### src/rtl/serial_arith_pkg.sv
// Shared definitions for the bit-serial arithmetic blocks (subtractor, adder).
// Contents: state encoding of the serial operation controller.
package serial_arith_pkg;

  // IDLE: waiting for start; RUN: one bit per clock; DONE: one-cycle result pulse
  typedef enum logic [1:0] {
    IDLE = 2'd0,
    RUN  = 2'd1,
    DONE = 2'd2
  } state_t;

endpackage

### src/rtl/full_subtractor.sv
// One-bit full subtractor cell, purely combinational.
// Ports:
//   a, b, bin : minuend bit, subtrahend bit, borrow-in
//   d, bout   : difference bit, borrow-out
module full_subtractor (
  input  logic a,
  input  logic b,
  input  logic bin,
  output logic d,
  output logic bout
);

  assign d    = a ^ b ^ bin;
  assign bout = (~a & b) | (~(a ^ b) & bin);

endmodule

### src/rtl/serial_subtractor.sv
// Bit-serial subtractor: computes a - b - bin over WIDTH clocks, LSB first.
// Ports:
//   clk, rst        : clock, asynchronous active-high reset
//   start           : begin a subtraction (accepted in IDLE or DONE)
//   a, b, bin       : minuend, subtrahend, borrow-in (latched at the start edge)
//   busy            : high while the state is RUN
//   done            : one-cycle pulse while the state is DONE
//   diff, bout      : result and borrow-out, held until the next completion
module serial_subtractor
  import serial_arith_pkg::*;
#(
  parameter int unsigned WIDTH = 8
) (
  input  logic             clk,
  input  logic             rst,
  input  logic             start,
  input  logic [WIDTH-1:0] a,
  input  logic [WIDTH-1:0] b,
  input  logic             bin,
  output logic             busy,
  output logic             done,
  output logic [WIDTH-1:0] diff,
  output logic             bout
);

  localparam int unsigned CNT_W = (WIDTH > 2) ? $clog2(WIDTH) : 1;

  state_t             r_state;
  state_t             w_state_next;
  logic               w_load;
  logic               w_step;
  logic               w_last;

  logic [WIDTH-1:0]   r_a;
  logic [WIDTH-1:0]   r_b;
  logic               r_br;
  logic [CNT_W-1:0]   r_cnt;
  // Holds the WIDTH-1 bits already produced; the final bit joins them at transfer.
  logic [WIDTH-2:0]   r_sr;

  logic               w_d;
  logic               w_bout;
  logic [WIDTH-1:0]   w_res;

  assign w_last = (r_cnt == CNT_W'(WIDTH - 1));
  assign w_res  = {w_d, r_sr};

  // Per-bit cell works on the LSB of the shifting operand registers
  full_subtractor u_fs (
    .a    (r_a[0]),
    .b    (r_b[0]),
    .bin  (r_br),
    .d    (w_d),
    .bout (w_bout)
  );

  // State register
  always_ff @(posedge clk or posedge rst) begin
    if (rst) begin
      r_state <= IDLE;
    end else begin
      r_state <= w_state_next;
    end
  end

  // Next-state and datapath control
  always_comb begin
    w_state_next = r_state;
    w_load       = 1'b0;
    w_step       = 1'b0;
    case (r_state)
      IDLE: begin
        if (start) begin
          w_load       = 1'b1;
          w_state_next = RUN;
        end
      end
      RUN: begin
        w_step = 1'b1;
        if (w_last) begin
          w_state_next = DONE;
        end
      end
      DONE: begin
        // Start in the DONE cycle chains straight into the next operation
        if (start) begin
          w_load       = 1'b1;
          w_state_next = RUN;
        end else begin
          w_state_next = IDLE;
        end
      end
      default: w_state_next = IDLE;
    endcase
  end

  // Datapath and registered status outputs
  always_ff @(posedge clk or posedge rst) begin
    if (rst) begin
      busy  <= 1'b0;
      done  <= 1'b0;
      diff  <= '0;
      bout  <= 1'b0;
      r_a   <= '0;
      r_b   <= '0;
      r_br  <= 1'b0;
      r_cnt <= '0;
      r_sr  <= '0;
    end else begin
      busy <= (w_state_next == RUN);
      done <= (w_state_next == DONE);
      if (w_load) begin
        r_a   <= a;
        r_b   <= b;
        r_br  <= bin;
        r_cnt <= '0;
        r_sr  <= '0;
      end else if (w_step) begin
        r_a  <= r_a >> 1;
        r_b  <= r_b >> 1;
        r_br <= w_bout;
        r_sr <= w_res[WIDTH-1:1];
        if (w_last) begin
          diff <= w_res;
          bout <= w_bout;
        end else begin
          // Counter holds at WIDTH-1 on the last bit instead of wrapping
          r_cnt <= r_cnt + CNT_W'(1);
        end
      end
    end
  end

endmodule
### config.mk
export PLATFORM = sky130hd
export DESIGN_NAME = serial_subtractor
export DESIGN_NICKNAME = d
export VERILOG_FILES = /design/src/rtl/serial_arith_pkg.sv /design/src/rtl/full_subtractor.sv /design/src/rtl/serial_subtractor.sv
export SDC_FILE = /design/constraint.sdc
export NUM_CORES = 1
export LEC_CHECK = 0
export CAP_MARGIN = 20
export CELL_PAD_IN_SITES_DETAIL_PLACEMENT = 1
export CELL_PAD_IN_SITES_GLOBAL_PLACEMENT = 1
export CORE_ASPECT_RATIO = 1.75
export CORE_MARGIN = 2
export CORE_UTILIZATION = 30
export DETAILED_ROUTE_END_ITERATION = 10
export PLACE_DENSITY = 0.57
export SETUP_SLACK_MARGIN = 0.4
export SKIP_LAST_GASP = 1
export SYNTH_ARGS = -nofsm -noshare
export SYNTH_HDL_FRONTEND = slang
export SYNTH_SLANG_ARGS = --single-unit
### constraint.sdc
create_clock -name clk -period 2.1 [get_ports clk]
set_input_delay 0.42 -clock clk [delete_from_list [all_inputs] [get_ports clk]]
set_output_delay 0.42 -clock clk [all_outputs]
set_load 0.1 [all_outputs]
==> results of run 1 <==
## metal layers
metal,up-vias,routed length (µm),track usage
li1,578,-,-
met1,625,1460,0.138
met2,26,2130,0.246
met3,5,157,0.0299
met4,0,68,0.0476
met5,-,0,0
## worst paths after layout
path	start	endpoint	slack, ps	depth (start not counted)
worst max-delay path	r_cnt[0]	diff[7]	490	5
worst min-delay path	diff[0]	diff[0]	500	1
worst max register to register	r_cnt[0]	diff[7]	490	5
worst min register to register	diff[0]	diff[0]	500	1
max in group asynchronous	rst	r_b[4]	1180	3
min in group asynchronous	rst	r_cnt[0]	560	3
## repair_timing
| action | 4_1_cts | 5_1_grt |
|---|---|---|
| endpoints found under the hold margin | 0 | 0 |
| setup buffers | 2 | 0 |
| gates cloned | 0 | 0 |
| gates resized for setup | 0 | 3 |
| setup endpoints to repair | 8 | 9 |
## kinds of logic after synthesis
logic type      synth area share
compound gates             0.197
fa+ha+maj                 0.0324
buf+inv                   0.0824
flops                      0.563
mux                       0.0873
simple gates              0.0373
## through the flow
step	utilization	total power, W
finish	0.386	0.00375
global route	0.386	0.00401
CTS	0.385	0.00380
detailed placement	0.367	0.00327
global placement	0.367	0.00320
floorplan	-	0.00285
## state kept, by name, summed over array words and instances (netlist names)
register / flops
r_a: 8
r_state: 2
r_sr: 7
r_br: 1
diff: 8
bout: 1
busy: 1
r_cnt: 3
done: 1
r_b: 8
## power by group through the flow
stage	Sequential (W)	Clock, W	Combinational, W
finish	0.00133	0.000508	0.00191
global route	0.00139	0.000562	0.00206
detailed placement	0.00135	0	0.00192
global placement	0.00133	0	0.00187
CTS	0.00134	0.000529	0.00194
floorplan	0.00195	0	0.000902
## cell type report
| type | count | area, µm² |
|---|---|---|
| timing repair buffer | 40 | 352 |
| fill | 667 | 3550 |
| inverter | 17 | 63.8 |
| sequential | 40 | 1000 |
| tap | 78 | 97.6 |
| clock buffer | 5 | 68.8 |
| multi-input combinational | 77 | 633 |
| clock inverter | 3 | 18.8 |
## cells in the final DEF, fill, tap and decap left out, types with 3 or more instances in the layout
| cell | n |
|---|---|
| dfrtp_1 | 40 |
| buf_4 | 20 |
| clkdlybuf4s50_1 | 19 |
| inv_1 | 17 |
| o22ai_1 | 14 |
| a21oi_2 | 10 |
| mux2_2 | 9 |
| o21ai_0 | 6 |
| clkbuf_8 | 5 |
| a21oi_1 | 4 |
| a22o_1 | 4 |
| a22o_2 | 4 |
| mux2_1 | 3 |
| ha_1 | 3 |
## worst max-delay path, stage by stage, from the launching register on
cell	delay, ps
dfrtp_1	410
ha_1	230
ha_1	240
nand3b_1	120
buf_6	160
mux2_2	340
==> impl_metrics.tcl, run 1 <==
set metrics [dict create \
    powerDensity_mw_per_mm2 1680 \
    hold_path_class "reg -> reg" \
    wirelength_um 3820 \
    syn-num-nets 168 \
    maxSlewViolCount 0 \
    drcViolationCount 0 \
    htree_num_levels 2 \
    grt_first_pass_wirelength_um 6710 \
    ir_drop_mv 0.496 \
    yosysUniqueCellTypes 30 \
    p_sw_frac 0.468 \
    fin_skew_ps 8.80 \
    cts_made_buffers 5 \
    cts_tree "done" \
    postRouteAntennaNets 0 \
    core_area_mm2 0.00579 \
    period_share 0.767 \
    placement.cell_area_mm2 0.00212 \
    async_flop_share 1.00 \
    setup_ws_ps 490 \
    p_leak_nw 1.04 \
    drtIter0Drc 25 \
    antenna_found_initial 0 \
    globalRouteOverflowTotal 0 \
    status "finished, final reports clean" \
    drive_gt1_frac 0.308 \
    dr.pass1.iters 4 \
    chipHeight_um 106 \
    power_frac_clock 0.135 \
    dp.cells 250 \
    min_period_ps 1610 \
    hold_viol 0 \
    dr_total_vias 1234 \
    clk_pin_slew_worst_paths_ps 80 \
    timing.hold.ws_ps 500 \
    clkSinkCount 40 \
    hpwlAfterDp_um 2800 \
    synth_most_common_cell "dfrtp_1" \
    holdBufCountCts 0 \
    synth.largest_area_cell "dfrtp_1" \
    pwr-share-seq 0.355 \
    max_freq_ghz 0.621 \
    clkLatencyLatePin_ps 290 \
    grtUsageTotal 0.130 \
    die_w_um 62.2 \
    switchingPower_w 0.00175 \
    critical_path_class "reg -> reg" \
    synth_top_area_frac 0.563 \
    fin_cells 260 \
    pre_cts_slack_ps 287 \
    rows 37 \
    first_global_vias 1391 \
    synth_seq_cells 40 \
    critical_path_required_ps 2280 \
    vias_per_cell 4.75 \
    area_growth_pct 25.8 \
    clock-root-buffer "clkbuf_8" \
    rsz0062_at_grt "false" \
    synth_warnings 0 \
    syn-instance-count 144 \
    final_net_count 205 \
    yosys_most_used_dff "dfrtp_1" \
    synth_edf_count 0 \
    worst_pin_slew_ps 524 \
    synth_seq_area_share 0.563 \
    post_synth.cell_area_avg_um2 12.3 \
    setup_viol 0 \
    maxCapViolations 0 \
    start_kind "register" \
    num_antenna_cells 0 \
    start_util 0.307 \
    internal-power_w 0.00199 \
    tns_ps 0 \
    syn_area_mm2 0.00178 \
    synth_area_leaders "dfrtp_1 (56%), mux2_2 (5.7%), a21oi_2 (4.9%)" \
    endpoint_kind "register" \
    fin_area_mm2 0.00223 \
    combPwrFrac 0.510 \
    routedWlPerCell_um 14.7 \
    io-pin-count 31 \
    place.gp.congestion 0.687 \
    cts_buffer_depth 2 \
    cp_max_fo 10 \
    grt_max_degree 41 \
    maxSlewHeadroom 0.650 \
    synthTopCellsByCount "dfrtp_1 (40), inv_1 (17), o22ai_1 (14)" \
    worst_ep_arrival_time_ps 1790 \
    dieArea_mm2 0.00658 \
    port_buffers 30 \
]
No activity file was read; power rests on OpenSTA's default activity.
==> inputs of run 2 (changes only) <==
- PLACE_DENSITY: 0.57 -> 0.59
- clock period: 2.1 -> 1.3 ns (I/O delays scaled with it)
==> run 2 against run 1 <==
  * The flow now finishes with violations (setup timing)
  * First-iteration DRC count fell by 28%
  * Global-route usage rose by 4.0 points
  * Fmax rose by 7.2%
  * Die area unchanged
  * Sequential power is 84% higher
  * Critical path depth did not move
  * Design area grew 40%
  * Largest cell class unchanged
==> impl_metrics.tcl, run 2 (same netlist as run 1, synthesis figures left out) <==
set metrics [dict create \
    status "finished, violations left" \
    failed_checks "setup timing" \
    dieArea_mm2 0.00658 \
    drcViolationCount 0 \
    endpoint_kind "register" \
    drtIter0Drc 18 \
    cp_max_fo 10 \
    reg2reg_slack_ps -200 \
    worst_pin_slew_ps 295 \
    critPathMostFrequentCell "ha_4" \
    start_kind "register" \
    hold_viol 0 \
    routedWlPerCell_um 18.0 \
    hpwlAfterDp_um 3270 \
    maxCapViolations 0 \
    dr_total_vias 1364 \
    hold_path_class "in -> async" \
    fin_util 0.539 \
    period_share 1.15 \
    rsz0062_at_grt "true" \
    port_buffers 30 \
    total_power_w 0.00849 \
    grt_max_degree 41 \
    setup_ws_ps -201 \
    final_net_count 230 \
    final_common_cell "dfrtp_1" \
    powerDensity_mw_per_mm2 2720 \
    core_area_mm2 0.00579 \
    dr.pass1.iters 4 \
    postRouteAntennaNets 0 \
    holdBufCountCts 0 \
    r2r-start "r_cnt[1]" \
    min_period_ps 1500 \
    drive_gt1_frac 0.633 \
    grtUsageTotal 0.170 \
    fin_skew_ps 8.64 \
    cp_top_family "flip-flops" \
    max_freq_ghz 0.666 \
    worst_ep_arrival_time_ps 1680 \
    grt_first_pass_wirelength_um 8320 \
    clkSinkCount 40 \
    critical_path_required_ps 1480 \
    cp.buffers_inverters 1 \
    ir_drop_mv 0.963 \
    p_leak_nw 1.37 \
    area_growth_pct 75.5 \
    setup_viol 14 \
    chipHeight_um 106 \
    clk_pin_slew_worst_paths_ps 80 \
    reg2reg_to "diff[7]" \
    slowest_delay_ps 420 \
    start_util 0.307 \
    wirelength_um 5120 \
    critical_path_class "reg -> reg" \
    crit_chain "ha_4, ha_4, nand3b_1, buf_12, mux2_4" \
    vias_per_cell 4.79 \
    reg2reg_depth 5 \
    first_global_vias 1628 \
    crit_slowest_cell "dfrtp_1" \
    globalRouteOverflowTotal 0 \
    io-pin-count 31 \
    die_w_um 62.2 \
    num_antenna_cells 0 \
    rows 37 \
    htree_num_levels 2 \
    final_cell_mix "dfrtp_1 (27), buf_12 (19), clkdlybuf4s50_1 (18)" \
    maxSlewViolCount 0 \
    clkLatencyLatePin_ps 300 \
    place.gp.congestion 0.691 \
    maxSlewHeadroom 0.802 \
    clock-root-buffer "clkbuf_8" \
    top_regs "diff x8, r_a x8, r_b x8" \
    cts_tree "done" \
    antenna_found_initial 0 \
    cts_buffer_depth 2 \
    fill_cells 585 \
    cts_made_buffers 5 \
]
-- run 2: changes by cell type in the layout (fill, tap and decap cells not counted), sizes merged --
cell / delta
clkinvlp: +1
clkinv: -3
dlygate4sd2: +1
clkbuf: +3
inv: -1
clkdlybuf4s50: -1
buf: +25
-- run 2: per-stage QoR --
stage,instance area (µm²),setup slack [ps],hold slack (ps),setup TNS [ps],std cells
2_1_floorplan,1990,-118,239,-829,144
3_3_place_gp,2540,-203,504,-4960,258
3_5_place_dp,2540,-234,520,-5590,258
4_1_cts,3010,-196,372,-1880,283
5_1_grt,3120,-244,368,-3050,285
6_report,3120,-201,351,-1900,285
-- run 2: where the power goes --
| part | total, W | switching (W) | leakage [nW] | internal [W] |
|---|---|---|---|---|
| Clock | 0.000878 | 0.000444 | 0.0455 | 0.000433 |
| Sequential | 0.00245 | 0.000549 | 0.469 | 0.00190 |
| Combinational | 0.00516 | 0.00255 | 0.861 | 0.00261 |
| Total | 0.00849 | 0.00355 | 1.37 | 0.00494 |
-- run 2: worst max path at each step --
stage	from	to	slack, ps	cells past startpoint
after detailed placement	start	r_a[3]	-230	5
after CTS	r_cnt[1]	diff[2]	-200	5
after floorplan	r_cnt[0]	diff[0]	-120	5
after global placement	start	r_a[4]	-200	5
final	r_cnt[1]	diff[7]	-200	5
after global routing	r_cnt[1]	diff[2]	-240	5
-- run 2: metal layers --
| layer | GRT usage | wire, µm | up-vias |
|---|---|---|---|
| met2 | 0.316 | 2960 | 27 |
| met5 | 0 | 0 | - |
| li1 | - | - | 629 |
| met4 | 0.108 | 164 | 0 |
| met3 | 0.0384 | 148 | 9 |
| met1 | 0.168 | 1840 | 699 |
-- run 2: worst reg2reg max path: stages, from the launching register on --
cell      delay, ps
dfrtp_1         420
ha_4            190
ha_4            160
nand3b_1        150
buf_12          160
mux2_4          310
-- run 2: timing repair --
item                       in CTS  in global routing
resized for setup              45                 14
hold endpoints to repair        0                  0
pin swaps                      19                  8
setup endpoints to repair      51                 51
gates cloned                    3                  0
buffers inserted               14                  2
-- run 2: cell type report --
| cell class | count | area, µm² | share of cell area |
|---|---|---|---|
| inverters | 17 | 67.6 | 0.0217 |
| multi-input cells | 77 | 945 | 0.303 |
| clock buffers | 8 | 90.1 | 0.0289 |
| well taps | 78 | 97.6 | 0.0313 |
| flip-flops and latches | 40 | 1040 | 0.335 |
| repair buffers | 65 | 873 | 0.280 |
==> inputs of run 3 (changes only) <==
- PLACE_DENSITY: 0.59 -> 0.57
- clock period: 1.3 -> 1.4 ns (I/O delays scaled with it)
==> run 3 against run 2 <==
  * Highest routed layer unchanged
  * Sequential share of layout area down 0.78 points
  * The flow still finishes with violations (setup timing)
  * Clock power rose by 8.3%
  * Count of clock-buffer cells in the layout fell by 2
  * Sequential power decreased by 9.0%
  * Die area did not move
  * Design area down 1.2%
  * Worst hold slack got worse by 76 ps
==> impl_metrics.tcl, run 3 (same netlist as run 1, synthesis figures left out) <==
set metrics [dict create \
    status "finished, violations left" \
    failed_checks "setup timing" \
    min_period_ps 1520 \
    rsz0062_at_grt "true" \
    final_common_cell "dfrtp_1" \
    clock-root-buffer "clkbuf_8" \
    setup_viol 11 \
    ir_drop_mv 0.920 \
    num_antenna_cells 0 \
    max_freq_ghz 0.660 \
    critical_path_required_ps 1590 \
    dr.pass1.iters 4 \
    start_kind "register" \
    routedWlPerCell_um 17.7 \
    p_leak_nw 1.38 \
    fin_util 0.533 \
    core_area_mm2 0.00579 \
    period_share 1.08 \
    endpoint_kind "register" \
    area_growth_pct 73.5 \
    cts_made_buffers 5 \
    grt_max_degree 22 \
    dieArea_mm2 0.00658 \
    holdBufCountCts 0 \
    pre_cts_slack_ps -179 \
    cts_buffer_depth 2 \
    setup_ws_ps -116 \
    first_global_vias 1523 \
    port_buffers 30 \
    tns_ps -846 \
    final_net_count 234 \
    r2r-start "r_cnt[0]" \
    dp.cells 258 \
    reg2reg_to "diff[6]" \
    maxSlewViolCount 0 \
    postRouteAntennaNets 0 \
    reg2reg_depth 5 \
    fill_cells 571 \
    wirelength_um 5110 \
    timing.hold.ws_ps 275 \
    drcViolationCount 0 \
    clkLatencyLatePin_ps 300 \
    cp_max_fo 9 \
    clk_pin_slew_worst_paths_ps 80 \
    critical_path_class "reg -> reg" \
    dr_total_vias 1385 \
    chipHeight_um 106 \
    globalRouteOverflowTotal 0 \
    hold_path_class "in -> async" \
    maxCapViolations 0 \
    powerDensity_mw_per_mm2 2580 \
    drtIter0Drc 21 \
    worst_ep_arrival_time_ps 1710 \
    rows 37 \
    cts_tree "done" \
    vias_per_cell 4.79 \
    drive_gt1_frac 0.602 \
    fin_skew_ps 10.2 \
    grtUsageTotal 0.155 \
    top_regs "diff x8, r_a x8, r_b x8" \
    hpwlAfterDp_um 3220 \
    die_w_um 62.2 \
    hold_viol 0 \
    place.gp.congestion 0.710 \
    fin_cells 289 \
    htree_num_levels 2 \
    worst_pin_slew_ps 300 \
    multi_input_area_um2 962 \
    reg2reg_slack_ps -120 \
    grt_first_pass_wirelength_um 7870 \
    clkSinkCount 40 \
    start_util 0.307 \
    seq_area_mm2 0.00101 \
    maxSlewHeadroom 0.799 \
    final_cell_mix "dfrtp_1 (34), clkdlybuf4s50_1 (18), buf_4 (18)" \
    io-pin-count 31 \
    antenna_found_initial 0 \
]
run 3: cell types whose count changed in the layout (fill, tap and decap cells not counted), sizes merged:
cell    before  now
nand2b       2    3
clkbuf       8    7
clkinv       0    1
buf         46   48
bufinv       0    1
run 3: area by class of cell:
cell class                      count  area share
Sequential cell                    40       0.327
Clock inverter                      2      0.0114
Inverter                           17      0.0219
Timing Repair Buffer               68       0.272
Multi-Input combinational cell     78       0.312
Tap cell                           78      0.0317
Clock buffer                        6      0.0235
run 3: how the worst max path moves through the flow:
stage                     endpoint  startpoint  slack (ps)
final                      diff[6]    r_cnt[0]        -120
after global routing       diff[6]    r_cnt[0]        -160
after CTS                  diff[6]    r_cnt[0]        -110
after detailed placement  r_cnt[0]    r_cnt[1]        -180
after global placement    r_cnt[0]    r_cnt[0]        -120
after floorplan            diff[0]    r_cnt[0]         -20
run 3: stage by stage:
step	instance area, µm²	total power [W]
after floorplan	1940	0.00466
after global placement	2480	0.00568
after CTS	2740	0.00712
final	3080	0.00795
after detailed placement	2480	0.00583
after global routing	3080	0.00840
run 3: where the power goes:
group	leakage [nW]	switching [W]	total [W]	internal, W
clock	0.0552	0.000422	0.000951	0.000530
combinational	0.847	0.00236	0.00477	0.00241
sequential	0.476	0.000546	0.00223	0.00168
run 3: worst max-delay path: stages, from the launching register on:
cell      delay, ps
dfrtp_1         420
ha_4            180
ha_4            160
nand3b_1        150
buf_12          160
mux2_2          330
run 3: layer usage:
layer | routed length (µm) | global-route usage
met5 | 0 | 0
met4 | 112 | 0.0476
met3 | 172 | 0.0342
met1 | 1850 | 0.173
met2 | 2980 | 0.288
run 3: timing repair:
action                                  in CTS  in global routing
pin swaps                                    0                 18
resized for setup                           16                 46
endpoints found under the setup margin      51                 50
gates cloned                                 2                  1
buffers inserted                             7                 13
